## src/rtl/keypad_pkg.sv

```systemverilog
// Shared definitions for the 4x4 keypad scanner.
//   key_state_t : debounce FSM states (idle, debouncing a candidate, key held)
//   KEY_TABLE   : hex code for each (row, col) position, indexed [row][col]
//   KEY_CLEAR   : code that clears the decimal accumulator
//   KEY_BACK    : code that removes the last decimal digit
//   key_lookup  : helper returning KEY_TABLE[row][col]
package keypad_pkg;

  typedef enum logic [1:0] {
    ST_IDLE     = 2'd0,
    ST_DEBOUNCE = 2'd1,
    ST_HELD     = 2'd2
  } key_state_t;

  // Packed so that KEY_TABLE[r][c] picks row r, column c. Rows are listed
  // from row 3 down to row 0, and within a row from column 3 down to column 0.
  localparam logic [3:0][3:0][3:0] KEY_TABLE = {
    4'hD, 4'hE, 4'hF, 4'h0,   // row 3: c3..c0
    4'hC, 4'h9, 4'h8, 4'h7,   // row 2
    4'hB, 4'h6, 4'h5, 4'h4,   // row 1
    4'hA, 4'h3, 4'h2, 4'h1    // row 0
  };

  localparam logic [3:0] KEY_CLEAR = 4'hC;
  localparam logic [3:0] KEY_BACK  = 4'hB;

  function automatic logic [3:0] key_lookup(input logic [1:0] r, input logic [1:0] c);
    return KEY_TABLE[r][c];
  endfunction

endpackage

```

## src/rtl/sync2.sv

```systemverilog
// Two-flop synchronizer for a bus of independent, slowly changing bits.
// Both stages reset to all-ones, the idle level of the active-low keypad rows.
//   clk : destination clock
//   rst : synchronous active-high reset
//   d   : asynchronous input bus
//   q   : synchronized output bus
module sync2 #(
  parameter int W = 4
) (
  input  logic         clk,
  input  logic         rst,
  input  logic [W-1:0] d,
  output logic [W-1:0] q
);

  logic [W-1:0] meta;

  always_ff @(posedge clk) begin
    if (rst) begin
      meta <= '1;
      q    <= '1;
    end else begin
      meta <= d;
      q    <= meta;
    end
  end

endmodule

```

## src/rtl/keypad_scan.sv

```systemverilog
// 4x4 matrix keypad scanner with debounce, a one-entry output register and an
// optional decimal accumulator.
//
// Optional feature: define KEYPAD_SCAN_ACCUM_EN to build the accumulator that
// drives 'value'; otherwise 'value' is tied to zero.
//
// Ports:
//   clk        : clock
//   rst        : synchronous active-high reset
//   row[3:0]   : keypad rows, active-low, asynchronous to clk
//   col[3:0]   : column drive, active-low one-hot
//   key_code   : hex code of the debounced key
//   key_valid  : key_code holds an unconsumed key
//   key_ready  : consumer accepts the key
//   overrun    : one-cycle pulse when a new key was dropped
//   value      : decimal accumulator (0..9999) for the display driver
//   state_dbg  : current debounce FSM state
//
// Handshake: key_valid/key_code stay stable while key_valid is high and
// key_ready is low. A transfer happens on any cycle with key_valid && key_ready;
// key_valid drops on the following cycle unless a new key is loaded on that
// same cycle. A new key arriving while an untransferred key is waiting is
// dropped and reported on overrun.
module keypad_scan
  import keypad_pkg::*;
#(
  parameter int SCAN_TICKS     = 100000,
  parameter int DEBOUNCE_SCANS = 4
) (
  input  logic        clk,
  input  logic        rst,
  input  logic [3:0]  row,
  output logic [3:0]  col,
  output logic [3:0]  key_code,
  output logic        key_valid,
  input  logic        key_ready,
  output logic        overrun,
  output logic [31:0] value,
  output key_state_t  state_dbg
);

  localparam int TW = (SCAN_TICKS > 1) ? $clog2(SCAN_TICKS) : 1;
  localparam int DW = $clog2(DEBOUNCE_SCANS + 1);

  // ---------------------------------------------------------------------------
  // Row synchronizer
  // ---------------------------------------------------------------------------
  logic [3:0] row_s;

  sync2 #(.W(4)) u_sync (
    .clk (clk),
    .rst (rst),
    .d   (row),
    .q   (row_s)
  );

  // ---------------------------------------------------------------------------
  // Column timing
  // ---------------------------------------------------------------------------
  logic [TW-1:0] tick;
  logic [1:0]    col_idx;
  logic          last_tick;

  assign last_tick = (tick == TW'(SCAN_TICKS - 1));
  assign col       = ~(4'b0001 << col_idx);

  always_ff @(posedge clk) begin
    if (rst) begin
      tick    <= '0;
      col_idx <= 2'd0;
    end else if (last_tick) begin
      tick    <= '0;
      col_idx <= col_idx + 2'd1;
    end else begin
      tick <= tick + TW'(1);
    end
  end

  // ---------------------------------------------------------------------------
  // Scan classification. scan_hits counts pressed keys seen so far in the
  // current scan, saturating at 2 (MULTI). The current column's sample is
  // merged combinationally so the verdict is ready on the scan's last cycle.
  // ---------------------------------------------------------------------------
  logic [1:0] scan_hits;
  logic [3:0] scan_code;
  logic [1:0] col_hits;
  logic [3:0] col_code;
  logic [2:0] hit_sum;
  logic [1:0] tot_hits;
  logic [3:0] merged_code;
  logic       scan_done;
  logic       scan_single;

  always_comb begin
    col_hits = 2'd0;
    col_code = 4'h0;
    for (int r = 0; r < 4; r++) begin
      if (!row_s[r]) begin
        if (col_hits != 2'd2) col_hits = col_hits + 2'd1;
        col_code = key_lookup(2'(r), col_idx);
      end
    end
  end

  assign hit_sum     = {1'b0, scan_hits} + {1'b0, col_hits};
  assign tot_hits    = (hit_sum >= 3'd2) ? 2'd2 : hit_sum[1:0];
  assign merged_code = (col_hits != 2'd0) ? col_code : scan_code;
  assign scan_done   = last_tick && (col_idx == 2'd3);
  assign scan_single = scan_done && (tot_hits == 2'd1);

  always_ff @(posedge clk) begin
    if (rst) begin
      scan_hits <= 2'd0;
      scan_code <= 4'h0;
    end else if (last_tick) begin
      if (col_idx == 2'd3) begin
        scan_hits <= 2'd0;
        scan_code <= 4'h0;
      end else begin
        scan_hits <= tot_hits;
        scan_code <= merged_code;
      end
    end
  end

  // ---------------------------------------------------------------------------
  // Debounce FSM. db_cnt counts equal SINGLE scans in DEBOUNCE and
  // consecutive NONE scans in HELD. MULTI scans count as NONE.
  // ---------------------------------------------------------------------------
  key_state_t    state, state_n;
  logic [3:0]    cand, cand_n;
  logic [DW-1:0] db_cnt, db_cnt_n;
  logic          emit;
  logic [3:0]    emit_code;

  always_ff @(posedge clk) begin
    if (rst) begin
      state  <= ST_IDLE;
      cand   <= 4'h0;
      db_cnt <= '0;
    end else begin
      state  <= state_n;
      cand   <= cand_n;
      db_cnt <= db_cnt_n;
    end
  end

  always_comb begin
    state_n   = state;
    cand_n    = cand;
    db_cnt_n  = db_cnt;
    emit      = 1'b0;
    emit_code = cand;
    case (state)
      ST_IDLE: begin
        if (scan_single) begin
          cand_n = merged_code;
          if (DEBOUNCE_SCANS <= 1) begin
            emit      = 1'b1;
            emit_code = merged_code;
            state_n   = ST_HELD;
            db_cnt_n  = '0;
          end else begin
            state_n  = ST_DEBOUNCE;
            db_cnt_n = DW'(1);
          end
        end
      end
      ST_DEBOUNCE: begin
        if (scan_done) begin
          if (scan_single && (merged_code == cand)) begin
            if (db_cnt >= DW'(DEBOUNCE_SCANS - 1)) begin
              emit     = 1'b1;
              state_n  = ST_HELD;
              db_cnt_n = '0;
            end else begin
              db_cnt_n = db_cnt + DW'(1);
            end
          end else begin
            state_n  = ST_IDLE;
            db_cnt_n = '0;
          end
        end
      end
      ST_HELD: begin
        if (scan_done) begin
          if (scan_single) begin
            db_cnt_n = '0;
          end else if (db_cnt >= DW'(DEBOUNCE_SCANS - 1)) begin
            state_n  = ST_IDLE;
            db_cnt_n = '0;
          end else begin
            db_cnt_n = db_cnt + DW'(1);
          end
        end
      end
      default: begin
        state_n  = ST_IDLE;
        db_cnt_n = '0;
      end
    endcase
  end

  assign state_dbg = state;

  // ---------------------------------------------------------------------------
  // Output register
  // ---------------------------------------------------------------------------
  logic hs;
  assign hs = key_valid && key_ready;

  always_ff @(posedge clk) begin
    if (rst) begin
      key_code  <= 4'h0;
      key_valid <= 1'b0;
      overrun   <= 1'b0;
    end else begin
      overrun <= 1'b0;
      if (emit) begin
        if (key_valid && !key_ready) begin
          overrun <= 1'b1;
        end else begin
          key_code  <= emit_code;
          key_valid <= 1'b1;
        end
      end else if (hs) begin
        key_valid <= 1'b0;
      end
    end
  end

  // ---------------------------------------------------------------------------
  // Decimal accumulator, updated only by transferred keys
  // ---------------------------------------------------------------------------
`ifdef KEYPAD_SCAN_ACCUM_EN
  logic [13:0] acc, acc_n;

  always_comb begin
    acc_n = acc;
    if (key_code <= 4'd9) begin
      acc_n = 14'(((32'(acc) * 32'd10) + 32'(key_code)) % 32'd10000);
    end else if (key_code == KEY_CLEAR) begin
      acc_n = 14'd0;
    end else if (key_code == KEY_BACK) begin
      acc_n = acc / 14'd10;
    end
  end

  always_ff @(posedge clk) begin
    if (rst) acc <= 14'd0;
    else if (hs) acc <= acc_n;
  end

  assign value = 32'(acc);
`else
  assign value = 32'd0;
`endif

endmodule
```

## config.mk

```make
export PLATFORM = sky130hd
export DESIGN_NAME = keypad_scan
export DESIGN_NICKNAME = d
export VERILOG_FILES = /design/src/rtl/keypad_pkg.sv /design/src/rtl/sync2.sv /design/src/rtl/keypad_scan.sv
export SDC_FILE = /design/constraint.sdc
export NUM_CORES = 1
export LEC_CHECK = 0
export ABC_AREA = 1
export CORE_MARGIN = 8
export CORE_UTILIZATION = 53
export DETAILED_ROUTE_END_ITERATION = 16
export GPL_TIMING_DRIVEN = 0
export MAX_ROUTING_LAYER = met4
export PLACE_DENSITY_LB_ADDON = 0.05
export SETUP_SLACK_MARGIN = 0.4
export SYNTH_ARGS = -nofsm -noshare
export SYNTH_HDL_FRONTEND = slang
export SYNTH_SLANG_ARGS = --single-unit
```

## constraint.sdc

```tcl
create_clock -name clk -period 3.4 [get_ports clk]
set_input_delay 1.02 -clock clk [delete_from_list [all_inputs] [get_ports clk]]
set_output_delay 1.02 -clock clk [all_outputs]
set_load 0.02 [all_outputs]
```

Word level (Yosys, flattened, before mapping):

Cells that the tools add are included.
Widths: inputs -> output; s select.

* register bits: 48
* bits of input ports: 7
* output and inout bits: 44
* word-level logic and storage cells: 104

* add/sub/neg operators: 7
* magnitude comparators: 3
* eq/ne operators: 16
* shift-type cells: 1
* muxes and demuxes: 46
* bitwise gates (word level): 3
* reductions and logical operators: 16

Operator list (count)
* $mux 4: 10
* $bmux 4 s2: 4
* $mux 2: 15
* $mux 3: 6
* $ne 2x2->1 const B: 9
* $add 17x1->17 const B: 1
* $eq 17x17->1 const B: 1
* $mux 1: 9
* $pmux 3 s3: 1
* $add 2x1->2 const B: 4
* $ge 3x2->1 const B: 2
* $pmux 2 s3: 1
* $reduce_and 2->1: 3
* $reduce_and 6->1: 1
* $logic_and 1x1->1: 5
* $eq 2x1->1 const B: 2
* $eq 2x2->1 const B: 2
* $eq 4x4->1: 1
* $not 4->4: 1
* $reduce_bool 2->1: 2
* $reduce_or 2->1: 2
* $shl 1x2->4 const A: 1
* $add 2x2->3: 1
* $add 3x1->3 const B: 1
* 6 further kinds: 7

Logic depth before layout (Yosys ltp):

* depth in word-level cells: 21
* depth in mapped cells: 25
* mapped depth without buffers: 25

By module:

From an unflattened synthesis, not the netlist that was laid out.

* cell total of the unflattened synthesis: 401
* area, all modules: 2791.4 um^2

By module, submodules not included
* keypad_scan: times used 1, cells each 376, area an instance 2567.5 um^2, seq. area each 800.8 um^2
* sync2: times used 1, cells each 25, area an instance 224.0 um^2, seq. area each 160.2 um^2

Least setup slack after synthesis:

No wires, ideal clock.

* path kind: register to register
* start: register u_sync.q[1]
* end: register key_code[0]
* setup time: 113 ps
* arrival: 2938 ps
* data required time: 3287 ps
* path slack: 349 ps
* stages on the path, launching flop included: 25
* path buffers: 0
* clock period less this slack: 3051 ps
* cell sequence: dfxtp_1 inv_1 ha_1 nand2_1 and2_2 ha_1 or2_1 nand2_2 inv_1 ha_1 inv_1 fa_1 nand2_1 inv_1 nand2_1 inv_1 nand3_2 nor2_1 nand2_1 nor2_2 nand3_2 nand3b_4 nand2_1 nand2_1 nor2_1

* word-level cells in the longest chain between the ends: 17
* elaborated cells on any way between the ends: 25
* those cells by class: add/sub (3); order compare (1); eq/ne (4); mux (13); reduce/logical (4)

RTL lines
* from (decl): line sync2.sv:13 `output logic [W-1:0] q`
* from (signal assigned): line sync2.sv:24 `q <= meta;`
* $mux 2: line keypad_scan.sv:98 `if (!row_s[r]) begin`
* $add 2x1->2 / $ne 2x2->1 (equally long branches): line keypad_scan.sv:99 `if (col_hits != 2'd2) col_hits = col_hits + 2'd1;`
* $mux 2: line keypad_scan.sv:99
* $mux 2: line keypad_scan.sv:98
* $add 2x1->2 / $ne 2x2->1 (equally long branches): line keypad_scan.sv:99
* $mux 2: line keypad_scan.sv:99
* $mux 2: line keypad_scan.sv:98
* $add 2x2->3: line keypad_scan.sv:105 `assign hit_sum = {1'b0, scan_hits} + {1'b0, col_hits};`
* $ge 3x2->1: line keypad_scan.sv:106 `assign tot_hits = (hit_sum >= 3'd2) ? 2'd2 : hit_sum[1:0];`
* $mux 2: line keypad_scan.sv:106
* $eq 2x1->1: line keypad_scan.sv:109 `assign scan_single = scan_done && (tot_hits == 2'd1);`
* $logic_and 1x1->1: line keypad_scan.sv:109
* $logic_and 1x1->1 (*): line keypad_scan.sv:171 `if (scan_single && (merged_code == cand)) begin`
* $mux 1 (*): line keypad_scan.sv:171
* $mux 1 (*): line keypad_scan.sv:170 `if (scan_done) begin`
* $mux 1 (*): line keypad_scan.sv:154 `case (state)`
* $reduce_and 2->1 (no line) (*)
* to (signal assigned): line keypad_scan.sv:223 `key_code <= emit_code;`
* to (decl): line keypad_scan.sv:34 `output logic [3:0] key_code,`

Mark *: on every way between the ends. The rest lies on a longest branch, timed or not.
A chain may end at the register's enable or synchronous reset.

Final worst setup path:

* start: register u_sync.q[0]
* end: register key_code[0]

* word-level cells in the longest chain between the ends: 20
* elaborated cells on any way between the ends: 30
* those cells by class: add/sub (4); order compare (1); eq/ne (5); mux (16); reduce/logical (4)

RTL lines (line)
* $mux 1: keypad_scan.sv:98
* $add 2x1->2 / $ne 2x2->1 (equally long branches): keypad_scan.sv:99
* $mux 2: keypad_scan.sv:99
* $mux 2: keypad_scan.sv:98
* $add 2x1->2 / $ne 2x2->1 (equally long branches): keypad_scan.sv:99
* $mux 2: keypad_scan.sv:99
* $mux 2: keypad_scan.sv:98
* $add 2x1->2 / $ne 2x2->1 (equally long branches): keypad_scan.sv:99
* [4 not listed]
* $mux 2: keypad_scan.sv:106
* $eq 2x1->1: keypad_scan.sv:109
* $logic_and 1x1->1: keypad_scan.sv:109
* $logic_and 1x1->1 (*): keypad_scan.sv:171
* $mux 1 (*): keypad_scan.sv:171
* $mux 1 (*): keypad_scan.sv:170
* $mux 1 (*): keypad_scan.sv:154
* $reduce_and 2->1 (no line) (*)

Marked as above.

==> results.toml <==
[setup_path]
crit_path_end_kind = "flop"
cp-start-kind = "flop"
slowest_delay_ns = 0.51
cp.required_ns = 3.63
cp-endpoint = "key_code[0]"
critical_path_class = "reg2reg"
crit_family = "simple AND/OR/NAND/NOR gates"
arrival_ns = 3.39
ff2ff_setup_slack_ns = 0.24
worstReg2RegEnd = "key_code[0]"
r2r-start = "u_sync.q[0]"
critical_path_depth = 21
r2r_cells = 21
cp_cell_sequence = "inv_2, ha_4, nand2_2, and2_4, ha_4, or2_4, nand2_4, fa_1, nand2_1, inv_2, nand2_2, inv_2, nand3_2, nor2_2, nand2_1, nor2_2, nand3_2, nand3b_4, nand2_2, nand2_1, nor2_1"
crit_slowest_cell = "fa_1"
path_buf_inv = 3
crit_start = "u_sync.q[0]"
path_max_fanout = 8

[floorplanning]
ioPinCount = 51
die_area_um2 = 7890
start_util = 0.551
die_x_um = 88.9
fp.dieH_um = 88.9
rows = 26
core_um2 = 5110

[synthesis]
yosys_warnings = 0
synth_edf_count = 0
synth_top_area_frac = 0.342
ys_top_cells_by_count = "82 x nand2_1, 60 x inv_1, 48 x dfxtp_1"
ys.flop_type = "dfxtp_1"
syn_area_um2 = 2810
synth-seq-cells = 48
synth.most_common_cell = "nand2_1"
ys_types = 35
synth_async_sr_flop_share = 0
synth_cells = 398
avgSynthCellArea_um2 = 7.07
yosysSeqAreaShare = 0.342
synth_top_area_cell = "dfxtp_1"
netlist_top_cells_area = "dfxtp_1 34%, nand2_1 11%, buf_4 8.5%"

[routing]
viasPerCell = 4.61
ant_nets = 0
wire_per_inst_um = 11.1
drtIter0Drc = 98
drcViolationCount = 0
wirelength_um = 6060
first_pass_iters = 4
dr_total_vias = 2514

[place]
dp_slack_ns = 0.0141
gp_congestion = 0.859
numPortBuffers = 18
placedCellCount = 517
hpwl_um = 4240

[run]
drv_cap = 0

[clocking]
cts_inserted_buffers = 5
cts_root_buf = "clkbuf_8"
cts_tree = "built"
holdBufCountCts = 0
clk_latency_ns = 0.30
h-tree-depth = 2
clock_sinks = 48
cts_buffer_depth = 2
path_clk_slew_ns = 0.09

[global_route]
grt-ovfl-total = 0
grt_max_degree = 16
grt_pass1_wl_um = 9720
grt_pass1_vias = 2285
antenna_found_initial = 0
track_usage = 0.159

[power_and_ir_drop]
p_comb_frac = 0.136
p_sw_frac = 0.225
switching_power_uw = 293
intPower_uw = 1010
pwr-share-clk = 0.426
p_per_area_nw_per_um2 = 361
pwr-share-seq = 0.439
p_leak_uw = 0.00164
irDropWorstVdd_mv = 0.474

[timing]
timing.final.ws_setup_ns = 0.239
whs_ns = 0.415
drv_slew = 0
finalSetupTns_ns = 0
worst_slew_pin_slew_ns = 0.572
max_clock_freq_mhz = 316
rsz0062_at_grt = "yes"
hold_viol = 0
fin_crit_sh = 0.930
skew_ns = 0.0120
slew_headroom = 0.619
min_period_ns = 3.16
setup_viol = 0

[hold_path]
min_path_cells = 1
hold_path_class = "reg2reg"

[final_layout]
syn2layout_area_growth_pct = 28.8
fillers = 429
layout.cells.non_filler = 545
drive_above_1_share = 0.242
final_nets = 496
utilization = 0.709
num_antenna_cells = 0

[run_status]
status = "finished, final reports clean"
==> per-stage QoR <==
stage	power [µW]	area, µm²
global placement	731	3200
CTS	1310	3560
global route	1360	3620
finish	1310	3620
detailed placement	732	3200
floorplan	709	2930
==> power by group through the flow <==
stage / sequential (µW) / clock [µW] / combinational [µW]
global placement: 587 / 0 / 144
finish: 573 / 556 / 177
floorplan: 586 / 0 / 123
CTS: 573 / 570 / 169
global route: 574 / 588 / 193
detailed placement: 587 / 0 / 145
==> placed cells by master, fill, tap and decap left out, drive strengths merged, types with 14 or more instances in the layout <==
cell type / netlist / layout
nand3: 26 / 26
nor2: 41 / 41
ha: 14 / 14
a21oi: 21 / 21
nand2: 87 / 87
buf: 33 / 53
o21ai: 15 / 15
clkdlybuf4s50: 0 / 18
inv: 62 / 62
conb: 1 / 32
dfxtp: 48 / 48
==> final cells by class <==
| type | instances | area, µm² | share of cell area |
|---|---|---|---|
| multi-input cells | 281 | 1550 | 0.428 |
| inverters | 63 | 241 | 0.0667 |
| clock buffers | 5 | 68.8 | 0.0190 |
| repair buffers | 38 | 342 | 0.0943 |
| clock inverters | 3 | 90.1 | 0.0249 |
| flip-flops and latches | 48 | 966 | 0.267 |
| plain buffers | 37 | 277 | 0.0763 |
| well taps | 70 | 87.6 | 0.0242 |
==> how the worst min path moves through the flow <==
stage	from	to	slack, ns
finish	u_sync.meta[1]	u_sync.q[1]	0.42
global route	u_sync.meta[0]	u_sync.q[0]	0.43
CTS	u_sync.meta[1]	u_sync.q[1]	0.42
detailed placement	u_sync.meta[1]	u_sync.q[1]	0.39
global placement	u_sync.meta[1]	u_sync.q[1]	0.39
floorplan	u_sync.meta[1]	u_sync.q[1]	0.39
==> logic make-up (layout without fill, tap and decap cells) <==
logic type	Yosys count	count (layout)	synth area share
AOI/OAI and AO/OA	44	44	0.0836
xor gates and xnor gates	3	3	0.00934
adders and majority gates	15	15	0.0694
buffers and inverters	100	146	0.182
DFF	48	48	0.342
other	1	32	0.00133
and+or+nand+nor	187	187	0.312
==> worst reg2reg max path, cell delays in order, from the launching register on <==
cell      delay (ns)
dfxtp_2         0.36
inv_2           0.06
ha_4            0.26
nand2_2         0.05
and2_4          0.17
ha_4            0.25
or2_4           0.11
nand2_4         0.05
fa_1            0.51
nand2_1         0.07
inv_2           0.06
nand2_2         0.05
inv_2           0.06
nand3_2         0.09
nor2_2          0.09
nand2_1         0.08
nor2_2          0.14
nand3_2         0.12
nand3b_4        0.23
nand2_2         0.10
nand2_1         0.05
nor2_1          0.12
==> flip-flops by register name (all words and copies together) (netlist names) <==
| name | cells |
|---|---|
| tick | 17 |
| cand | 4 |
| key_code | 4 |
| scan_code | 4 |
| u_sync.meta | 4 |
| u_sync.q | 4 |
| db_cnt | 3 |
| col_idx | 2 |
| scan_hits | 2 |
| state_dbg | 2 |
| key_valid | 1 |
| overrun | 1 |
==> routing by layer <==
metal	vias up	track usage	wire length (µm)
met4	0	0.0737	110
li1	1341	-	-
met5	-	-	0
met3	9	0.0325	460
met2	70	0.247	2730
met1	1094	0.192	2760
==> timing repair <==
item	4_1_cts	5_1_grt
gates resized for setup	29	13
setup endpoints to repair	14	15
pin swaps	15	10
setup buffers	16	4
Note: power is estimated with default switching activity, not from simulation.
